<file path="config.mk">
export PLATFORM = sky130hd
export DESIGN_NAME = pipeline_debug_ctrl
export DESIGN_NICKNAME = d
export VERILOG_FILES = /design/src/rtl/pipeline_debug_ctrl.sv
export SDC_FILE = /design/constraint.sdc
export NUM_CORES = 1
export LEC_CHECK = 0
export BUFFER_PORTS_ARGS = -buffer_cell sky130_fd_sc_hd__buf_2
export CORE_MARGIN = 2
export CORE_UTILIZATION = 45
export DETAILED_ROUTE_END_ITERATION = 6
export GPL_ROUTABILITY_DRIVEN = 0
export MAX_ROUTING_LAYER = met4
export PLACE_DENSITY = 0.82
export SETUP_SLACK_MARGIN = 0.1
export SYNTH_ARGS = -nofsm -noshare
export SYNTH_HDL_FRONTEND = slang
export SYNTH_SLANG_ARGS = --single-unit
</file>
<file path="constraint.sdc">
create_clock -name i_clk -period 2.1 [get_ports i_clk]
set_input_delay 0.21 -clock i_clk [delete_from_list [all_inputs] [get_ports i_clk]]
set_output_delay 0.21 -clock i_clk [all_outputs]
set_load 0.02 [all_outputs]
</file>
<file path="src/rtl/pipeline_debug_ctrl.sv">
// rtl/pipeline_debug_ctrl.sv - debug controller: program load, run/step control and state dump
module pipeline_debug_ctrl #(
    parameter int INST_SZ    = 32,
    parameter int REG_SZ     = 5,
    parameter int MEM_SZ     = 10,
    parameter int PROG_DEPTH = 256,
    parameter int MEM_DUMP   = 32
) (
    input  logic                                                i_clk,
    input  logic                                                i_reset,
    input  logic                                                i_cmd_valid,
    input  logic [1:0]                                          i_cmd,
    output logic                                                o_cmd_ready,
    input  logic                                                i_data_valid,
    input  logic [INST_SZ-1:0]                                  i_data,
    output logic                                                o_write,
    output logic [INST_SZ-1:0]                                  o_instruction,
    output logic                                                o_enable,
    output logic [((REG_SZ > MEM_SZ) ? REG_SZ : MEM_SZ)-1:0]   o_debug_addr,
    input  logic [INST_SZ-1:0]                                  i_pc,
    input  logic [INST_SZ-1:0]                                  i_reg,
    input  logic [INST_SZ-1:0]                                  i_mem,
    input  logic                                                i_halt,
    output logic                                                o_tx_valid,
    output logic [INST_SZ-1:0]                                  o_tx_data,
    input  logic                                                i_tx_ready,
    output logic                                                o_busy,
    output logic                                                o_halted,
    output logic                                                o_overflow,
    output logic [31:0]                                         o_cycles
);
    localparam int ADDR_W = (REG_SZ > MEM_SZ) ? REG_SZ : MEM_SZ;
    localparam int CNT_W  = $clog2(PROG_DEPTH + 1);

    localparam logic [2:0] S_IDLE     = 3'd0;
    localparam logic [2:0] S_LOAD     = 3'd1;
    localparam logic [2:0] S_RUN      = 3'd2;
    localparam logic [2:0] S_STEP     = 3'd3;
    localparam logic [2:0] S_DUMP_PC  = 3'd4;
    localparam logic [2:0] S_DUMP_REG = 3'd5;
    localparam logic [2:0] S_DUMP_MEM = 3'd6;

    localparam logic [1:0] CMD_LOAD = 2'd0;
    localparam logic [1:0] CMD_RUN  = 2'd1;
    localparam logic [1:0] CMD_STEP = 2'd2;
    localparam logic [1:0] CMD_DUMP = 2'd3;

    localparam logic [INST_SZ-1:0] HALT_WORD = INST_SZ'(32'h0000_003F);
    localparam logic [ADDR_W-1:0]  REG_LAST  = ADDR_W'((1 << REG_SZ) - 1);
    localparam logic [ADDR_W-1:0]  MEM_LAST  = ADDR_W'(MEM_DUMP - 1);

    logic [2:0]       state;
    logic [CNT_W-1:0] count;
    logic             primed;
    logic             accept;
    logic             full;
    logic             in_dump;

    assign accept        = i_cmd_valid && o_cmd_ready;
    assign full          = (count == CNT_W'(PROG_DEPTH));
    assign in_dump       = (state == S_DUMP_PC) || (state == S_DUMP_REG) || (state == S_DUMP_MEM);
    assign o_cmd_ready   = (state == S_IDLE);
    assign o_busy        = (state != S_IDLE);
    assign o_write       = (state == S_LOAD) && i_data_valid && !full;
    assign o_instruction = o_write ? i_data : '0;
    assign o_enable      = ((state == S_RUN) && !o_halted && !i_halt) ||
                           ((state == S_STEP) && !o_halted);
    // primed marks that debug data has had one cycle to follow the address
    assign o_tx_valid    = in_dump && primed;

    always_comb begin
        o_tx_data = '0;
        if (o_tx_valid) begin
            case (state)
                S_DUMP_PC:  o_tx_data = i_pc;
                S_DUMP_REG: o_tx_data = i_reg;
                S_DUMP_MEM: o_tx_data = i_mem;
                default:    o_tx_data = '0;
            endcase
        end
    end

    always_ff @(posedge i_clk) begin
        if (i_reset) begin
            state        <= S_IDLE;
            count        <= '0;
            primed       <= 1'b0;
            o_debug_addr <= '0;
            o_halted     <= 1'b0;
            o_overflow   <= 1'b0;
            o_cycles     <= '0;
        end else begin
            if (o_enable && (o_cycles != '1))
                o_cycles <= o_cycles + 32'd1;
            case (state)
                S_IDLE: begin
                    if (accept) begin
                        case (i_cmd)
                            CMD_LOAD: begin
                                state      <= S_LOAD;
                                count      <= '0;
                                o_halted   <= 1'b0;
                                o_overflow <= 1'b0;
                                o_cycles   <= '0;
                            end
                            CMD_RUN:  state <= S_RUN;
                            CMD_STEP: state <= S_STEP;
                            CMD_DUMP: begin
                                state        <= S_DUMP_PC;
                                o_debug_addr <= '0;
                                primed       <= 1'b0;
                            end
                            default:  state <= S_IDLE;
                        endcase
                    end else if (i_data_valid && full) begin
                        // a word arriving after a full program is dropped and flagged
                        o_overflow <= 1'b1;
                    end
                end
                S_LOAD: begin
                    if (o_write) begin
                        count <= count + CNT_W'(1);
                        if ((i_data == HALT_WORD) || (count + CNT_W'(1) == CNT_W'(PROG_DEPTH)))
                            state <= S_IDLE;
                    end
                end
                S_RUN: begin
                    if (o_halted) begin
                        state <= S_IDLE;
                    end else if (i_halt) begin
                        o_halted <= 1'b1;
                        state    <= S_IDLE;
                    end
                end
                S_STEP: begin
                    if (!o_halted && i_halt)
                        o_halted <= 1'b1;
                    state <= S_IDLE;
                end
                S_DUMP_PC: begin
                    if (!primed) begin
                        primed <= 1'b1;
                    end else if (i_tx_ready) begin
                        state        <= S_DUMP_REG;
                        o_debug_addr <= '0;
                        primed       <= 1'b0;
                    end
                end
                S_DUMP_REG: begin
                    if (!primed) begin
                        primed <= 1'b1;
                    end else if (i_tx_ready) begin
                        primed <= 1'b0;
                        if (o_debug_addr == REG_LAST) begin
                            state        <= S_DUMP_MEM;
                            o_debug_addr <= '0;
                        end else begin
                            o_debug_addr <= o_debug_addr + ADDR_W'(1);
                        end
                    end
                end
                S_DUMP_MEM: begin
                    if (!primed) begin
                        primed <= 1'b1;
                    end else if (i_tx_ready) begin
                        primed <= 1'b0;
                        if (o_debug_addr == MEM_LAST) begin
                            state        <= S_IDLE;
                            o_debug_addr <= '0;
                        end else begin
                            o_debug_addr <= o_debug_addr + ADDR_W'(1);
                        end
                    end
                end
                default: state <= S_IDLE;
            endcase
        end
    end
endmodule

</file>
* Word-level counts from Yosys, hierarchy flattened
Index checks and enable logic that the tools add are counted.
Widths: inputs -> output; s select.
** Word-level totals
- RAM bits :: 0
- Bits in read-only memories :: 0
- Logic and storage cells :: 122
- Output and inout port bits :: 113
- Bits in registers :: 57
- Memories kept :: 0
- Latch bits :: 0
- Input port bits :: 136
** Cells by class
- Divide/modulo/power cells :: 0
- Multiplexer cells :: 47
- Magnitude comparators :: 0
- $add $sub $neg :: 3
- Multipliers :: 0
- Bitwise logic cells :: 0
- Shifts and indexed selects :: 0
- Reduce and logical (&&, ||, !) cells :: 33
- Equality and inequality tests :: 32
** Operator list (count)
- $mux 32 :: 6
- $pmux 32 s3 :: 1
- $mux 10 :: 7
- $mux 3 :: 13
- $add 32x1->32 const B :: 1
- $eq 32x6->1 const B :: 1
- $ne 32x32->1 const B :: 1
- $pmux 10 s3 :: 1
- $mux 9 :: 3
- $ne 2x1->1 const B :: 10
- $eq 9x9->1 const B :: 2
- $pmux 3 s6 :: 1
- $pmux 9 s2 :: 1
- $ne 2x2->1 const B :: 7
- $pmux 3 s4 :: 1
- $reduce_and 12->1 :: 1
- $mux 1 :: 11
- $add 10x1->10 const B :: 1
- $eq 10x5->1 const B :: 1
- $logic_and 1x1->1 :: 10
- $add 9x1->9 const B :: 1
- $eq 3x3->1 const B :: 3
- $reduce_bool 3->1 :: 3
- $reduce_and 4->1 :: 2
- 16 further kinds :: 26

* Logic depth before layout (Yosys ltp)
Gate-level depths: netlist (run 1).
- Depth in word-level cells :: 9
- Mapped depth :: 9
- Depth with buffers taken out :: 7

* Worst setup path after synthesis (run 1)
No wires, ideal clock.
- Path kind :: reg2reg
- Start point :: register state[2]
- End point :: register o_overflow
- Path buffers :: 1
- Arrival time :: 2313 ps
- Path slack :: -288 ps
- Cell stages (with the launch flop) :: 6
- Data required time :: 2025 ps
- Cells stage by stage :: dfxtp_1 buf_2 nor3_1 inv_1 or4b_2 o22ai_1
** On the way
- Word-level cells in the longest chain between the ends :: 4
** RTL lines
- start: declaration :: RTL line 52 : logic [2:0] state;
- start signal: assignment :: RTL line 85 : state <= S_IDLE;
- start signal: assignment :: RTL line 100 : state <= S_LOAD;
- start signal: assignment :: RTL line 106 : CMD_RUN: state <= S_RUN;
- $logic_not 3->1 * :: RTL line 62 : assign o_cmd_ready = (state == S_IDLE);
- via o_cmd_ready :: RTL line 13 : output logic o_cmd_ready,
- $logic_and 1x1->1 :: RTL line 59 : assign accept = i_cmd_valid && o_cmd_ready;
- $ne 2x1->1 (no source line) or $reduce_bool 2->1 (tied branches)
- $reduce_and 3->1 (no source line)
- end signal: assignment :: RTL line 90 : o_overflow <= 1'b0;
- end signal: assignment :: RTL line 103 : o_overflow <= 1'b0;
- end signal: assignment :: RTL line 117 : o_overflow <= 1'b1;
- end: declaration :: RTL line 29 : output logic o_overflow,
Mark *: on every way through the listed nets, which the timed path passes. The rest lies on a longest branch.
A chain may end at the register's enable or synchronous reset.

* Worst setup path after layout (run 1)
- Start point :: register state[1]
- End point :: register state[0]
** On the way
- Word-level cells in the longest chain between the ends :: 5
** RTL lines
- $eq 3x1->1 :: RTL line 64, 95
- $logic_and 1x1->1 (2 in a row) :: RTL line 64 : assign o_write = (state == S_LOAD) && i_data_valid && !full;
- $ne 2x2->1 (no source line)
- $reduce_and 12->1 (no source line)
Several ways; a longest one is shown, not always the timed one.

==> results of run 1 <==
[logic make-up (layout without fill, tap and decap cells)]
group                    after synthesis  count (layout)
AO/OA/AOI/OAI                         84              84
flip-flops                            57              57
AND/OR/NAND/NOR                      305             305
XOR/XNOR                              38              38
adder cells (fa/ha/maj)                9               9
buffers and inverters                 50             337
multiplexers                          36              36
[state kept, by name, indices dropped and copies added (netlist names)]
| name | cells |
|---|---|
| o_debug_addr | 10 |
| count | 9 |
| o_overflow | 1 |
| state | 3 |
| o_cycles | 32 |
| o_halted | 1 |
| primed | 1 |
[per-stage QoR]
stage | std cells | worst slack (ps) | utilization
finish | 977 | -65.6 | 0.730
global route | 977 | -106 | 0.730
detailed placement | 924 | 55.0 | 0.623
global placement | 924 | 156 | 0.623
floorplan | 579 | 69.6 | -
CTS | 960 | 79.7 | 0.673
[cell usage in the layout, fill, tap and decap left out, drive strengths merged, types with 5 or more instances in the layout]
master and instances:
a21oi 47, a31oi 8, and2 35, and3 11
buf 306, clkbuf 16, dfxtp 57, ha 9
inv 11, mux2i 36, nand2 27, nand2b 5
nand3 29, nand4 11, nor2 118, nor3 22
nor3b 7, nor4 15, o21ai 16, xnor2 24
xor2 14
[worst max-delay path, cell delays in order (launching register included)]
cell,delay [ps]
dfxtp_4,380
clkbuf_16,210
nor2b_1,160
o21ai_0,360
o21ai_0,260
or2_2,390
o21ai_0,190
a21oi_1,90
[routing by layer]
metal / vias to the layer above / part of all wire / global-route usage
li1: 2582 / - / -
met1: 2658 / 0.35 / 0.311
met2: 374 / 0.53 / 0.558
met3: 82 / 0.073 / 0.0381
met4: 0 / 0.049 / 0.117
met5: - / 0 / -
[final cells by class]
class / count / area, um2 / share of cell area
sequential: 57 / 1190 / 0.177
timing repair buffer: 310 / 2010 / 0.299
inverter: 11 / 41.3 / 0.00615
clock inverter: 4 / 51.3 / 0.00764
clock buffer: 12 / 155 / 0.0231
tap: 111 / 139 / 0.0207
multi-input combinational: 472 / 3130 / 0.466
[how the worst max path moves through the flow]
stage | start | end | slack, ps | depth (start not counted)
floorplan | state[2] | o_overflow | 70 | 5
global placement | o_cycles[29] | o_cycles[11] | 160 | 7
detailed placement | o_cycles[29] | o_cycles[12] | 50 | 7
CTS | count[5] | o_instruction[21] | 80 | 6
global route | state[1] | state[0] | -110 | 7
finish | state[1] | state[0] | -70 | 7
[where the power goes]
part	switching, uW	internal [uW]
Sequential	90.9	1140
Clock	464	613
Combinational	1610	1150
[timing repair]
action	in CTS	in global routing
setup buffers	18	15
pin swaps	5	22
gates cloned	2	3
hold endpoints to repair	0	0
setup endpoints to repair	86	102
hold buffers	0	0
resized for setup	20	103
==> summary.txt, run 1 <==
Clock tree
  • Latest clock arrival within the worst-skew pair: 350 ps
  • Htree depth: 3
  • Clk sink count: 57
  • Clk root buf: clkbuf_8
  • TritonCTS clock tree: built
  • Clock Tree Buf Depth: 2
  • Clock Pin Slew Worst Setup and Hold Paths: 70 ps
  • CTS Buf Count: 9

STA
  • Period utilization: 1.03
  • Max Fclk: 0.462 GHz
  • Crit path time final: 2170 ps
  • Final WS setup: -65.6 ps
  • Fin. Hold Viols: 0
  • Clock Skews: 11.2 ps
  • Setup TNS: -148 ps
  • Setup violators final: 11
  • RSZ-0062 raised after global routing: true
  • Max-slew violations: 0
  • Worst Tran Pin Value: 914 ps
  • Hold Slack: 243 ps
  • Rel. slew slack: 0.383

Pwr
  • Design Power: 5070 uW
  • Max IR drop VDD: 0.427 mV
  • Power per Cell Area: 755 mW/mm2
  • Leakage: 0.00310 uW

Yosys
  • Number of distinct library cells after synthesis: 52
  • Synth area leader: dfxtp_1
  • Adder-cell share of the synthesized area: 0.0266
  • Post-Synth Simple-Gate Area: 0.375
  • Sequential share of the synthesized area: 0.270
  • Ys async rst share: 0
  • Seq cells post-synth: 57
  • XOR/XNOR share of the synthesized area: 0.0786
  • Mean Syn Cell Area: 7.31 um2
  • Top cells by count, synth: nor2_1, dfxtp_1, a21oi_1
  • Most instantiated library cell after synthesis: nor2_1
  • Top cells by area, synth: dfxtp_1, nor2_1, mux2i_1
  • Ys flop type: dfxtp_1
  • Synth warn: 0
  • Multiplexer area fraction after synthesis: 0.0860
  • Post-Syn Instances: 579
  • Post-synthesis compound-gate area fraction: 0.115
  • Syn nets: 724
  • Post-Syn Area: 0.00423 mm2
  • Main combinational cell family by area after synthesis: simple AND/OR/NAND/NOR gates
  • Post-synth EDFFs: 0
  • Top-area cell type share of the netlist area: 0.270

Worst hold path
  • Worst Hold End: o_halted
  • HP Start: i_halt
  • Cells on Worst Hold Path: 3
  • Hold Path Class: primary input to flip-flop

Detailed routing
  • Vias: 5696
  • WL/cell: 18.4 um
  • DRT antenna net count: 0
  • DRT Pass-1 Iters: 5
  • Total Routed Length: 18000 um
  • DRC viols: 0
  • Initial drt markers: 347
  • Via density: 5.83

Cells and area
  • Final instance area: 0.00671 mm2
  • Final antenna diode count: 0
  • Final #Nets: 1006
  • Syn-to-layout area delta: 58.6%
  • Fillers: 651
  • Layout cell share with drive strength beyond 1: 0.469

Status
  • Violated checks: negative setup slack
  • Status: finished with violations

Setup path
  • Worst r2r src: state[1]
  • R2R Setup Slk: -70 ps
  • CP Class: flip-flop to flip-flop
  • Critical path endpoint category: flip-flop
  • Worst r2r dst: state[0]
  • Worst Path Max Fanout: 22
  • Crit path launch type: flip-flop
  • Reg2Reg Depth: 7
  • Critical path required time: 2310 ps
  • CP Data Arrival Time: 2370 ps

Floorplan
  • Initial Util: 0.460
  • Die width: 101 um
  • Site row count: 35
  • Io pins: 249
  • Die Footprint: 0.0102 mm2
  • Core Area: 0.00920 mm2
  • Die Span Y: 101 um

Global routing
  • Largest net degree at the start of global routing: 46
  • Gr usage total: 0.296
  • Initial antenna violation count: 0
  • Overflow after GRT: 0
  • First-pass GRT wire length: 23700 um
  • Vias in the first global route: 5086

Place
  • Dpl cell area: 0.00573 mm2
  • IO buf count: 248
  • DP HPWL: 11300 um

Flow run
  • Max_cap viols: 0
No activity file was read; power rests on OpenSTA's default activity.
==> run 2, diff against run 1 <==
--- a/config.mk
+++ b/config.mk
@@ -7,11 +7,11 @@
 export LEC_CHECK = 0
 export BUFFER_PORTS_ARGS = -buffer_cell sky130_fd_sc_hd__buf_2
 export CORE_MARGIN = 2
-export CORE_UTILIZATION = 45
+export CORE_UTILIZATION = 48
 export DETAILED_ROUTE_END_ITERATION = 6
 export GPL_ROUTABILITY_DRIVEN = 0
 export MAX_ROUTING_LAYER = met4
-export PLACE_DENSITY = 0.82
+export PLACE_DENSITY = 0.87
 export SETUP_SLACK_MARGIN = 0.1
 export SYNTH_ARGS = -nofsm -noshare
 export SYNTH_HDL_FRONTEND = slang
==> constraint.sdc (replaced) <==
create_clock -name i_clk -period 2.7 [get_ports i_clk]
set_input_delay 0.27 -clock i_clk [delete_from_list [all_inputs] [get_ports i_clk]]
set_output_delay 0.27 -clock i_clk [all_outputs]
set_load 0.02 [all_outputs]
==> run 2 against run 1 <==
Net effect:
- sequential share of layout area increased by 2.3 points
- core utilization decreased by 6.9 points
- non-clock buffer count down 55
- highest routed layer unchanged
- largest power group unchanged
- register-to-register slack better by 460 ps
- combinational power is 37% lower
- critical path type is now flip-flop to output pin
- first-iteration DRC count down 14%
- clock skew up 6.8 ps
- the flow now finishes without violations
==> summary.txt, run 2 (synthesis gave the netlist of run 1 again) <==
Status
  • Status: complete, no violations

Detailed routing
  • Initial drt markers: 300 (-14%)
  • WL/cell: 14.8 um (-20%)
  • DRC viols: 0 (unchanged)
  • DRT antenna net count: 0 (unchanged)
  • DRT Pass-1 Iters: 5 (unchanged)
  • Total Routed Length: 13600 um (-25%)
  • Via density: 5.48 (-6.0%)
  • Vias: 5039 (-12%)

Place
  • IO buf count: 248 (unchanged)
  • Dpl cell area: 0.00550 mm2 (-4.0%)
  • DP HPWL: 10700 um (-5.6%)

Setup path
  • Worst path cell trace: buf_6, a21boi_0, nand2_1, buf_4, nor2_1, buf_2
  • Top cell family by delay on the critical path: buffers and inverters
  • Crit path launch type: flip-flop
  • Worst Path Max Fanout: 33 (+50%)
  • Critical path required time: 2430 ps (+120 ps)
  • Slowest-stage cell, CP: dfxtp_2
  • Slowest stage delay, CP: 480 ps (+90 ps)
  • CP Data Arrival Time: 2100 ps (-270 ps)
  • CP Class: flip-flop to output pin
  • Critical path endpoint category: output pin
  • Buffer and inverter count on the worst path: 3 (+2)

STA
  • Period utilization: 0.879
  • Crit path time final: 2370 ps
  • Worst Tran Pin Value: 694 ps (-220 ps)
  • Setup TNS: 0 ps (+148 ps)
  • Setup violators final: 0 (-11)
  • RSZ-0062 raised after global routing: false
  • Clock Skews: 18.0 ps (+6.76 ps)
  • Max-slew violations: 0 (unchanged)
  • Max Fclk: 0.421 GHz
  • Rel. slew slack: 0.537 (+0.154)
  • Fin. Hold Viols: 0 (unchanged)

Floorplan
  • Initial Util: 0.490 (+0.0299)
  • Die width: 97.9 um (-3.0%)
  • Site row count: 34 (-2.9%)
  • Die Span Y: 97.9 um (-3.0%)
  • Io pins: 249 (unchanged)
  • Core Area: 0.00864 mm2 (-6.1%)
  • Die Footprint: 0.00959 mm2 (-6.0%)

Global routing
  • Initial antenna violation count: 0 (unchanged)
  • GRT met2 Usage: 0.521 (-0.0374)
  • Vias in the first global route: 4720 (-7.2%)
  • First-pass GRT wire length: 21700 um (-8.4%)
  • Busiest layer in global routing: met2
  • Gr usage total: 0.278 (-0.0180)
  • Overflow after GRT: 0 (unchanged)
  • M1 GR Usage: 0.287 (-0.0244)
  • Met3 Resource Use GR: 0.0515 (+0.0134)
  • Largest net degree at the start of global routing: 46 (unchanged)

Cells and area
  • Biggest regs: o_cycles (32), o_debug_addr (10), count (9)
  • Commonest non-fill, non-tap cell in the layout: buf_2
  • Final #Nets: 951 (-5.5%)
  • Layout cell share with drive strength beyond 1: 0.353 (-0.116)
  • Final instance area: 0.00571 mm2 (-15%)
  • Most frequent cells in the layout: buf_2, nor2_1, dfxtp_1
  • Most flop-heavy register: o_cycles
  • Final antenna diode count: 0 (unchanged)
  • Fillers: 761 (+17%)
  • Syn-to-layout area delta: 35.0%
  • Util after Layout: 0.662 (-0.0685)
  • Largest register FFs: 32 (unchanged)

Pwr
  • Max IR drop VDD: 0.329 mV (-23%)
  • Leakage: 0.00269 uW (-13%)
  • Power per Cell Area: 618 mW/mm2 (-18%)

Clock tree
  • CTS Buf Count: 9 (unchanged)
  • Post-CTS Resized: 1 (-95%)
  • TritonCTS clock tree: built
  • Clk root buf: clkbuf_8
  • Clk sink count: 57 (unchanged)
  • Cts hold-fix bufs: 0 (unchanged)
  • Latest clock arrival within the worst-skew pair: 340 ps (about the same)
  • Clock Tree Buf Depth: 2 (unchanged)
  • Clock Pin Slew Worst Setup and Hold Paths: 60 ps (about the same)
  • Htree depth: 3 (unchanged)
  • Post-CTS setup buffer count: 0 (-18)

Flow run
  • Max_cap viols: 0 (unchanged)

Worst hold path
  • Hold Path Class: primary input to flip-flop
==> run 2: cell count changes in the layout (fill, tap and decap cells not counted), moves of 3 or more <==
cell	before	now
and2_1	24	35
and2_2	10	0
and3_1	7	10
buf_12	4	0
buf_2	223	248
buf_4	48	6
buf_6	30	1
clkbuf_16	4	0
dfxtp_1	33	56
dfxtp_2	16	1
dfxtp_4	8	0
nor3_1	11	22
nor3_2	5	0
nor3_4	6	0
==> run 2: cell type report <==
class                   instances  area (um2)  share of cell area
clock buffers                  12         155              0.0272
clock inverters                 4        51.3             0.00898
inverters                      11        41.3             0.00723
multi-input cells             472        2890               0.506
flip-flops and latches         57        1140               0.200
well taps                     108         135              0.0237
repair buffers                255        1300               0.227
==> run 2: stage by stage <==
stage | hold slack (ps) | cells | setup slack, ps | total power (uW)
final | 254 | 919 | 326 | 3530
after global routing | 271 | 919 | 189 | 3780
after CTS | 243 | 919 | 154 | 3540
after detailed placement | 483 | 903 | 327 | 2710
after global placement | 478 | 903 | 465 | 2650
after floorplan | 437 | 579 | 312 | 2240
==> run 2: path summary, 6_finish.rpt <==
check	startpoint	end	slack, ps	cells past startpoint
setup / recovery	state[1]	o_tx_data[20]	330	6
hold / removal	i_halt	o_halted	250	3
setup reg to reg	state[0]	o_cycles[17]	390	7
hold reg to reg	primed	primed	500	2
==> run 2: routing by layer <==
metal	wire (um)	vias up	part of all wire
met1	5000	2287	0.37
met3	899	32	0.066
met2	7280	264	0.54
met5	0	-	0
li1	-	2456	-
met4	378	0	0.028
==> run 2: worst min-delay path, stage by stage <==
cell,delay (ps)
buf_2,120
a31oi_1,80
nor2_1,80
==> run 2: report_power, final <==
group / leakage [uW] / internal, uW / switching, uW / total [uW]
clock: 0.000103 / 477 / 355 / 832
sequential: 0.000460 / 881 / 73.0 / 954
combinational: 0.00213 / 692 / 1050 / 1740
==> run 3, diff against run 2 <==
--- a/config.mk
+++ b/config.mk
@@ -6,12 +6,15 @@
 export NUM_CORES = 1
 export LEC_CHECK = 0
 export BUFFER_PORTS_ARGS = -buffer_cell sky130_fd_sc_hd__buf_2
+export CELL_PAD_IN_SITES_DETAIL_PLACEMENT = 0
+export CELL_PAD_IN_SITES_GLOBAL_PLACEMENT = 1
 export CORE_MARGIN = 2
-export CORE_UTILIZATION = 48
+export CORE_UTILIZATION = 32
 export DETAILED_ROUTE_END_ITERATION = 6
 export GPL_ROUTABILITY_DRIVEN = 0
+export GPL_TIMING_DRIVEN = 0
 export MAX_ROUTING_LAYER = met4
-export PLACE_DENSITY = 0.87
+export PLACE_DENSITY_LB_ADDON = 0.1
 export SETUP_SLACK_MARGIN = 0.1
 export SYNTH_ARGS = -nofsm -noshare
 export SYNTH_HDL_FRONTEND = slang
==> run 3 against run 2 <==
Net effect:
- worst hold slack gained 9.9 ps
- final cell count up 10%
- routed wire length increased by 5.0%
- final area increased by 5.8%
- first-iteration DRC count is 30% lower
- combinational power grew 6%
- critical path depth grew 1
- global-route usage is 7.5 points lower
- highest routed layer unchanged
==> summary.txt, run 3 (synthesis gave the netlist of run 1 again) <==
Status
  • Status: complete, no violations

Cells and area
  • FF+latch area: 0.00114 mm2 (-0.11%)
  • Layout cell share with drive strength beyond 1: 0.348 (-0.00462)
  • Syn-to-layout area delta: 42.8%
  • Final antenna diode count: 0 (unchanged)
  • Multi-input logic area: 0.00290 mm2 (+0.30%)
  • Biggest regs: o_cycles (32), o_debug_addr (10), count (9)
  • Largest register FFs: 32 (unchanged)
  • Most frequent cells in the layout: buf_2, nor2_1, dfxtp_1
  • Commonest non-fill, non-tap cell in the layout: buf_2
  • Most flop-heavy register: o_cycles
  • Non-Filler Instances: 1015 (+10%)
  • Final #Nets: 979 (+2.9%)
  • Util after Layout: 0.462 (-0.200)
  • Fillers: 1324 (+74%)

Setup path
  • Critical path required time: 2430 ps (about the same)
  • CP Class: flip-flop to output pin
  • CP Data Arrival Time: 2100 ps (about the same)
  • Slowest-stage cell, CP: dfxtp_1
  • Critical path endpoint category: output pin
  • Worst r2r src: state[1]
  • Crit path launch type: flip-flop
  • R2R Setup Slk: 410 ps (+20 ps)
  • Worst path cell trace: nor4b_2, nand3_1, and3_1, clkbuf_4, clkbuf_2, and2_1, buf_2
  • Worst Path Max Fanout: 10 (-70%)
  • Worst r2r dst: o_cycles[28]
  • Slowest stage delay, CP: 400 ps (-80 ps)
  • Reg2Reg Depth: 7 (unchanged)

Place
  • IO buf count: 247 (-0.40%)
  • DP HPWL: 11600 um (+9.0%)
  • Number of instances in the placed design: 1002 (+11%)

Detailed routing
  • Initial drt markers: 211 (-30%)
  • Vias: 5011 (-0.56%)
  • DRT Pass-1 Iters: 6 (+1)
  • DRT antenna net count: 0 (unchanged)
  • WL/cell: 14.0 um (-5.0%)
  • Via density: 4.94 (-10%)
  • Total Routed Length: 14200 um (+5.0%)
  • DRC viols: 0 (unchanged)

Pwr
  • Leakage: 0.00282 uW (+4.7%)
  • Max IR drop VDD: 0.298 mV (-9.6%)
  • Design Power: 4010 uW (+14%)
  • Power per Cell Area: 664 mW/mm2 (+7.6%)

STA
  • Rel. slew slack: 0.568 (+0.0311)
  • Max-slew violations: 0 (unchanged)
  • Clock Skews: 6.60 ps (-11.4 ps)
  • RSZ-0062 raised after global routing: false
  • Setup violators final: 0 (unchanged)
  • Period utilization: 0.876 (-0.00298)
  • Fin. Hold Viols: 0 (unchanged)
  • Max Fclk: 0.423 GHz (+0.34%)
  • Hold Slack: 264 ps (+9.90 ps)
  • Worst Tran Pin Value: 640 ps (-54.8 ps)
  • Setup TNS: 0 ps (unchanged)
  • Crit path time final: 2370 ps (-8.04 ps)

Floorplan
  • Die Footprint: 0.0142 mm2 (+48%)
  • Core Area: 0.0131 mm2 (+52%)
  • Io pins: 249 (unchanged)
  • Initial Util: 0.323 (-0.167)
  • Site row count: 42 (+24%)
  • Die width: 119 um (+22%)
  • Die Span Y: 119 um (+22%)

Worst hold path
  • Cells on Worst Hold Path: 3 (unchanged)
  • Worst Hold End: o_halted
  • Hold Path Class: primary input to flip-flop
  • HP Start: i_halt

Clock tree
  • Cts hold-fix bufs: 0 (unchanged)
  • Htree depth: 3 (unchanged)
  • Clock Tree Buf Depth: 2 (unchanged)
  • Clock Pin Slew Worst Setup and Hold Paths: 50 ps (about the same)
  • Clk sink count: 57 (unchanged)
  • CTS Buf Count: 9 (unchanged)
  • Clk root buf: clkbuf_16
  • Latest clock arrival within the worst-skew pair: 330 ps (about the same)
  • TritonCTS clock tree: built

Flow run
  • Max_cap viols: 0 (unchanged)

Global routing
  • Overflow after GRT: 0 (unchanged)
  • Initial antenna violation count: 0 (unchanged)
  • Largest net degree at the start of global routing: 20 (-57%)
  • Vias in the first global route: 4748 (+0.59%)
  • First-pass GRT wire length: 22700 um (+4.6%)
  • Gr usage total: 0.203 (-0.0753)
-- run 3: repair_timing --
action,in CTS,in global routing
pin swaps,1,0
resized for setup,9,8
setup buffers,1,0
setup endpoints to repair,57,29
gates cloned,0,0
-- run 3: worst max-delay path: cells and delay by family, from the launching register on --
family                 cells  cell delay (ps)
buffers and inverters      3              490
flip-flops                 1              400
AND/OR/NAND/NOR            4              870
-- run 3: worst max path at each step --
| stage | from | to | slack [ps] |
|---|---|---|---|
| after CTS | state[0] | o_instruction[16] | 120 |
| final | count[5] | o_instruction[28] | 330 |
| after global placement | state[0] | o_instruction[16] | 130 |
| after detailed placement | state[0] | o_instruction[16] | 80 |
| after global routing | state[1] | o_cycles[15] | 190 |
| after floorplan | state[2] | o_overflow | 310 |
-- run 3: through the flow --
step	cell area [um2]	setup slack (ps)
floorplan	4230	312
global placement	5690	127
detailed placement	5690	79.9
CTS	6040	119
global route	6040	189
finish	6040	334
-- run 3: area by class of cell --
cell class                 count  share of cell area
timing repair buffer         248               0.206
multi-input combinational    472               0.480
clock inverter                 2             0.00994
buffer                        35              0.0288
sequential                    57               0.189
tap                          176              0.0364
inverter                      11             0.00683
clock buffer                  14              0.0437
-- run 3: power by group --
| group | switching [uW] | internal [uW] |
|---|---|---|
| registers | 27.0 | 881 |
| logic | 1130 | 726 |
| clock network | 393 | 859 |
-- run 3: metal layers --
layer  GRT usage  vias to the layer above  share of wire
met5           -                        -              0
met4      0.0603                        0          0.015
met3      0.0388                       15          0.063
met2       0.370                      196           0.51
met1       0.224                     2275           0.41
li1            -                     2525              -
